`src/rtl/piso_serializer.sv`:
```
// rtl/piso_serializer.sv - parallel-in serial-out stage, MSB first, valid/ready input
// Holds each bit for BIT_PERIOD clocks and strobes shift_en so a SIPO receiver can sample it.
module piso_serializer #(
  parameter int WIDTH      = 4,
  parameter int BIT_PERIOD = 1
) (
  input  logic             clk,
  input  logic             reset,
  input  logic [WIDTH-1:0] in_data,
  input  logic             in_valid,
  output logic             in_ready,
  output logic             serial_out,
  output logic             shift_en,
  output logic             busy,
  output logic             word_done
);

  localparam int BW = $clog2(WIDTH);
  localparam int DW = (BIT_PERIOD > 1) ? $clog2(BIT_PERIOD) : 1;
  localparam logic [BW-1:0] BIT_LAST = BW'(WIDTH - 1);
  localparam logic [DW-1:0] DIV_LAST = DW'(BIT_PERIOD - 1);

  typedef enum logic {
    IDLE  = 1'b0,
    SHIFT = 1'b1
  } state_t;

  state_t           state_q, state_d;
  logic [WIDTH-1:0] shreg_q, shreg_d;
  logic [BW-1:0]    bit_cnt_q, bit_cnt_d;
  logic [DW-1:0]    div_cnt_q, div_cnt_d;
  logic             accept;
  logic             last_bit;

  always_ff @(posedge clk or posedge reset) begin
    if (reset) begin
      state_q   <= IDLE;
      shreg_q   <= '0;
      bit_cnt_q <= '0;
      div_cnt_q <= '0;
    end else begin
      state_q   <= state_d;
      shreg_q   <= shreg_d;
      bit_cnt_q <= bit_cnt_d;
      div_cnt_q <= div_cnt_d;
    end
  end

  // Outputs decode registered state only, so they take reset values as soon as reset rises.
  always_comb begin
    state_d    = state_q;
    shreg_d    = shreg_q;
    bit_cnt_d  = bit_cnt_q;
    div_cnt_d  = div_cnt_q;
    busy       = (state_q == SHIFT);
    serial_out = 1'b0;
    shift_en   = 1'b0;
    last_bit   = (bit_cnt_q == BIT_LAST);

    if (state_q == SHIFT) begin
      serial_out = shreg_q[WIDTH-1];
      shift_en   = (div_cnt_q == DIV_LAST);
    end

    word_done = shift_en && last_bit;
    in_ready  = (state_q == IDLE) || word_done;
    accept    = in_valid && in_ready;

    case (state_q)
      IDLE: begin
        if (accept) begin
          shreg_d   = in_data;
          bit_cnt_d = '0;
          div_cnt_d = '0;
          state_d   = SHIFT;
        end
      end
      SHIFT: begin
        if (!shift_en) begin
          div_cnt_d = div_cnt_q + DW'(1);
        end else if (!last_bit) begin
          shreg_d   = {shreg_q[WIDTH-2:0], 1'b0};
          bit_cnt_d = bit_cnt_q + BW'(1);
          div_cnt_d = '0;
        end else if (accept) begin
          // Reload on the last bit's strobe keeps the stream gapless.
          shreg_d   = in_data;
          bit_cnt_d = '0;
          div_cnt_d = '0;
        end else begin
          shreg_d   = '0;
          bit_cnt_d = '0;
          div_cnt_d = '0;
          state_d   = IDLE;
        end
      end
      default: state_d = IDLE;
    endcase
  end

endmodule
```
`config.mk`:
```
export PLATFORM = sky130hd
export DESIGN_NAME = piso_serializer
export DESIGN_NICKNAME = d
export VERILOG_FILES = /design/src/rtl/piso_serializer.sv
export SDC_FILE = /design/constraint.sdc
export NUM_CORES = 1
export LEC_CHECK = 0
export ABC_CLOCK_PERIOD_IN_PS = 2100
export BUFFER_PORTS_ARGS = -buffer_cell sky130_fd_sc_hd__clkbuf_2
export CELL_PAD_IN_SITES_DETAIL_PLACEMENT = 0
export CELL_PAD_IN_SITES_GLOBAL_PLACEMENT = 1
export CORE_AREA = 4 4 41 43
export CTS_BUF_LIST = sky130_fd_sc_hd__clkbuf_16
export DETAILED_ROUTE_END_ITERATION = 6
export DIE_AREA = 0 0 45 47
export GPL_TIMING_DRIVEN = 0
export PLACE_DENSITY_LB_ADDON = 0.1
export SYNTH_ARGS = -nofsm -noshare
export SYNTH_HDL_FRONTEND = slang
export SYNTH_SLANG_ARGS = --single-unit
```
`constraint.sdc`:
```
create_clock -name clk -period 2.1 [get_ports clk]
set_input_delay 0.21 -clock clk [delete_from_list [all_inputs] [get_ports clk]]
set_output_delay 0.21 -clock clk [all_outputs]
set_load 0.005 [all_outputs]
```
# Word level (Yosys, flattened, before mapping)
# Index checks and enable logic that the tools add are counted.
# W data, S select, Z words.
# classes
add_sub_neg	2
n_mul	0
div	0
order_cmp	0
n_eq_ne	3
n_shift	0
n_mux	18
n_bitwise	2
n_reduce_logical	4
# op_table
op	count
$mux W4	4
$pmux W4 S2	1
$mux W1	7
$mux W2	3
$ne A2 B2 Y1 const B	2
$pmux W1 S2	2
$pmux W2 S2	1
$add A2 B1 Y2 const B	1
$eq A2 B2 Y1 const B	1
$logic_and A1 B1 Y1	2
$not A1 Y1	2
$reduce_and A2 Y1	1
$add A1 B1 Y1 const B	1
$logic_or A1 B1 Y1	1
# word_totals
register_bits	8
latchBits	0
ramBits	0
romBits	0
inputBits	7
mem_count	0

# Logic depth before layout (Yosys ltp)
# depth
depth_word	9
depth_mapped	4

# Worst setup path before layout
# OpenSTA, ideal clock, no wires.
# synth_timing
path_type	register to register
from	register bit_cnt_q[0]
to	register shreg_q[1]
setup_time_ps	126
arrival_time_ps	1097
required_time_ps	1974
path_slack_ps	878
stages_incl_launch_ff	5
n_path_buf	0
period_less_slack_ps	1222
path_cell_list	dfrtp_1 -> ha_1 -> nand2b_1 -> a21boi_1 -> a221o_1
# synth_between
elab_chain_cells	8
elab_cells_between_ends	10
classes_between	eq/ne (2); mux (4); reduce/logical (4)
# synth_rtl
element	line	text
from (decl)	30	logic [BW-1:0] bit_cnt_q, bit_cnt_d;
from (signal assigned)	44	bit_cnt_q <= bit_cnt_d;
$eq A2 B2 Y1 *	58	last_bit = (bit_cnt_q == BIT_LAST);
$logic_and A1 B1 Y1	65	word_done = shift_en && last_bit;
$logic_or A1 B1 Y1	66	in_ready = (state_q == IDLE) || word_done;
$logic_and A1 B1 Y1	67	accept = in_valid && in_ready;
$mux W4	85	end else if (accept) begin
$mux W4	81	end else if (!last_bit) begin
$mux W4	79	if (!shift_en) begin
$pmux W4 S2	69	case (state_q)
to (signal assigned)	43	shreg_q <= shreg_d;
to (decl)	29	logic [WIDTH-1:0] shreg_q, shreg_d;
# Mark *: on every way between the ends. The rest lies on a longest branch, timed or not. The select of a mux whose other input is x is not followed.
# A chain may end at the register's enable or synchronous reset.

# Worst setup path in the final report
# layout_timing
from	register bit_cnt_q[0]
to	output port in_ready
# layout_between
elab_chain_cells	3
# layout_rtl
element	line	text
$eq A2 B2 Y1	58	
$logic_and A1 B1 Y1	65	
$logic_or A1 B1 Y1	66	
to (decl)	11	output logic in_ready,
# No other way between the ends.

==> results.yml <==
outcome:
  status: "completed"
sta:
  clock_skew_ps: 1.63
  fin_ws_ps: 675
  drv_slew: 0
  rsz0062_at_grt: "no"
  setup_tns_ps: 0
  worst_slew_pin_slew_ps: 344
  max_freq_mhz: 702
  hold_violations: 0
  setup_viol: 0
  min_period_over_period: 0.678
  finalCriticalPeriod_ps: 1420
  relSlewSlack: 0.770
finish:
  diodes: 0
  drive_gt1_frac: 0.356
  fillCellCount: 136
  nNetsFinal: 55
  area_delta_synth_final_pct: 43.1
  layout.cells.non_filler: 60
  final_area_um2: 528
synth:
  yosys_register_bits: 8
  avgSynthCellArea_um2: 12.3
  yosysTopAreaCell: "dfrtp_1"
  netlist_area_um2: 369
  synth_flop_cell: "dfrtp_1"
  synth_area_leaders: "dfrtp_1 (54%), a221o_1 (8.1%), nor4b_1 (7.1%)"
  yosys.area.top_type_share: 0.542
  netlist_top_cells_count: "dfrtp_1 (8), a221o_1 (3), nor4b_1 (3)"
  ys_async_sr_fraction: 1.00
  yosys_warnings: 0
  ys_seq_area_frac: 0.542
  ys_types: 15
  yosysMostFrequentCell: "dfrtp_1"
  synth_fp_nets: 38
  synth_edf_count: 0
  syn_inst: 30
critical_path:
  crit_arrival_ps: 1210
  end_kind: "primary output"
  max_stage_delay_ps: 390
  r2r_slack_ps: 750
  worstPathRequired_ps: 1890
  slowest_stage: "dfrtp_1"
  r2r_start: "bit_cnt_q[0]$_DFFE_PP0P_"
  rr_worst_depth: 4
  cp-start-kind: "flop"
  cp_max_fo: 6
  rr_endpoint: "shreg_q[2]$_DFFE_PP0P_"
  critical_path_class: "reg2out"
  cp_cell_sequence: "ha_1, nand2b_1, nand2_1, clkbuf_2"
power:
  power.density_nw_per_um2: 1580
  p_int_mw: 0.598
  p_switching_mw: 0.236
  combPwrFrac: 0.323
  p_sw_frac: 0.283
  totalPowerFinal_mw: 0.834
  ir_drop_mv: 0.483
  power.share.clock: 0.376
  p_seq_frac: 0.301
  p_leak_nw: 0.260
placement:
  gp_congestion: 0.669
  dp_slack_ps: 748
  port_buffers: 11
  dp.cells: 56
  dp_hpwl_um: 620
  place_area_um2: 443
detailed_routing:
  vias: 295
  drt_wl_total_um: 833
  post_drt_wl_per_cell_um: 13.9
  via_per_inst: 4.92
  dr.pass1.iters: 3
  postRouteAntennaNets: 0
  drc: 0
  drtIter0Drc: 1
floorplan:
  dieHeight_um: 47
  ios: 12
  core_um2: 1300
  num_rows: 13
  floorplan.initialDensity: 0.284
  die-area_um2: 2120
  dieWidth_um: 45
min_path:
  worstHoldStart: "in_valid"
  min_to: "div_cnt_q$_DFFE_PP0P_"
  hold_path_depth: 2
  hp-class: "in2reg"
flow_run:
  drv_cap: 0
clock_tree:
  clk_pin_slew_ps: 40
  clk_latency_ps: 230
  cts_buffer_depth: 2
  cts_tree: "done"
  post_cts_resized: 0
  root_buffer: "clkbuf_16"
  cts_inserted_buffers: 3
  cts_sinks: 8
  cts_max_level: 1
global_routing:
  grt_first_pass_wirelength_um: 1390
  track_usage: 0.0990
  grt_pass1_vias: 322
  grt_max_degree: 9
  grt-ovfl-total: 0
  antenna_found_initial: 0
==> power by group through the flow <==
stage | Sequential (mW) | Combinational [mW] | Clock (mW)
final | 0.251 | 0.270 | 0.314
after global routing | 0.256 | 0.307 | 0.325
after CTS | 0.250 | 0.276 | 0.321
after detailed placement | 0.252 | 0.271 | 0
after global placement | 0.249 | 0.260 | 0
after floorplan | 0.243 | 0.186 | 0
==> what timing repair did <==
item	4_1_cts	5_1_grt
hold buffers	1	0
hold endpoints to repair	8	0
buffers inserted	0	0
==> worst max path at each step <==
stage / slack, ps / startpoint / end
floorplan: 880 / bit_cnt_q[0]$_DFFE_PP0P_ / shreg_q[1]$_DFFE_PP0P_
finish: 680 / bit_cnt_q[0]$_DFFE_PP0P_ / in_ready
global route: 630 / bit_cnt_q[0]$_DFFE_PP0P_ / in_ready
CTS: 670 / bit_cnt_q[0]$_DFFE_PP0P_ / in_ready
global placement: 780 / bit_cnt_q[0]$_DFFE_PP0P_ / shreg_q[3]$_DFFE_PP0P_
detailed placement: 750 / bit_cnt_q[0]$_DFFE_PP0P_ / shreg_q[2]$_DFFE_PP0P_
==> through the flow <==
step	hold WS [ps]	util
after floorplan	25.7	-
after global placement	144	0.340
after detailed placement	146	0.340
after CTS	192	0.406
after global routing	207	0.406
final	195	0.406
==> metal layers <==
| layer | track usage | vias up | share of wire |
|---|---|---|---|
| met2 | 0.127 | 6 | 0.49 |
| met3 | 0.0421 | 2 | 0.055 |
| met5 | 0 | - | 0 |
| li1 | - | 144 | - |
| met4 | 0.0877 | 0 | 0.0072 |
| met1 | 0.124 | 143 | 0.44 |
==> kinds of logic after synthesis <==
| family | after synthesis | synth area share |
|---|---|---|
| flops | 8 | 0.542 |
| fa+ha+maj | 1 | 0.0339 |
| buf+inv | 2 | 0.0203 |
| compound gates | 8 | 0.197 |
| simple gates | 11 | 0.207 |
==> critical path: cells and delay by family, from the launching register on <==
family / cells / cell delay [ps]
flops: 1 / 390
fa+ha+maj: 1 / 280
simple gates: 2 / 200
buf+inv: 1 / 130
==> placed cells by master (no fill, tap or decap), types with 2 or more instances in the layout <==
cell type	netlist	final
nor4b_1	3	3
nand2b_1	2	2
and2_1	2	2
inv_1	2	2
a221o_1	3	3
a22o_1	2	2
clkbuf_2	0	11
clkbuf_16	0	3
dfrtp_1	8	8
==> state kept, by name (all words and copies together), names as in the netlist <==
signal     cells
bit_cnt_q      2
shreg_q        4
busy           1
div_cnt_q      1
==> area by class of cell <==
type,count,area (µm²),area share
Inverter,2,7.51,0.0142
Tap cell,15,18.8,0.0355
Multi-Input combinational cell,20,161,0.306
Sequential cell,8,200,0.379
Timing Repair Buffer,12,65.1,0.123
Clock buffer,3,75.1,0.142
Note: power is estimated with default switching activity, not from simulation.
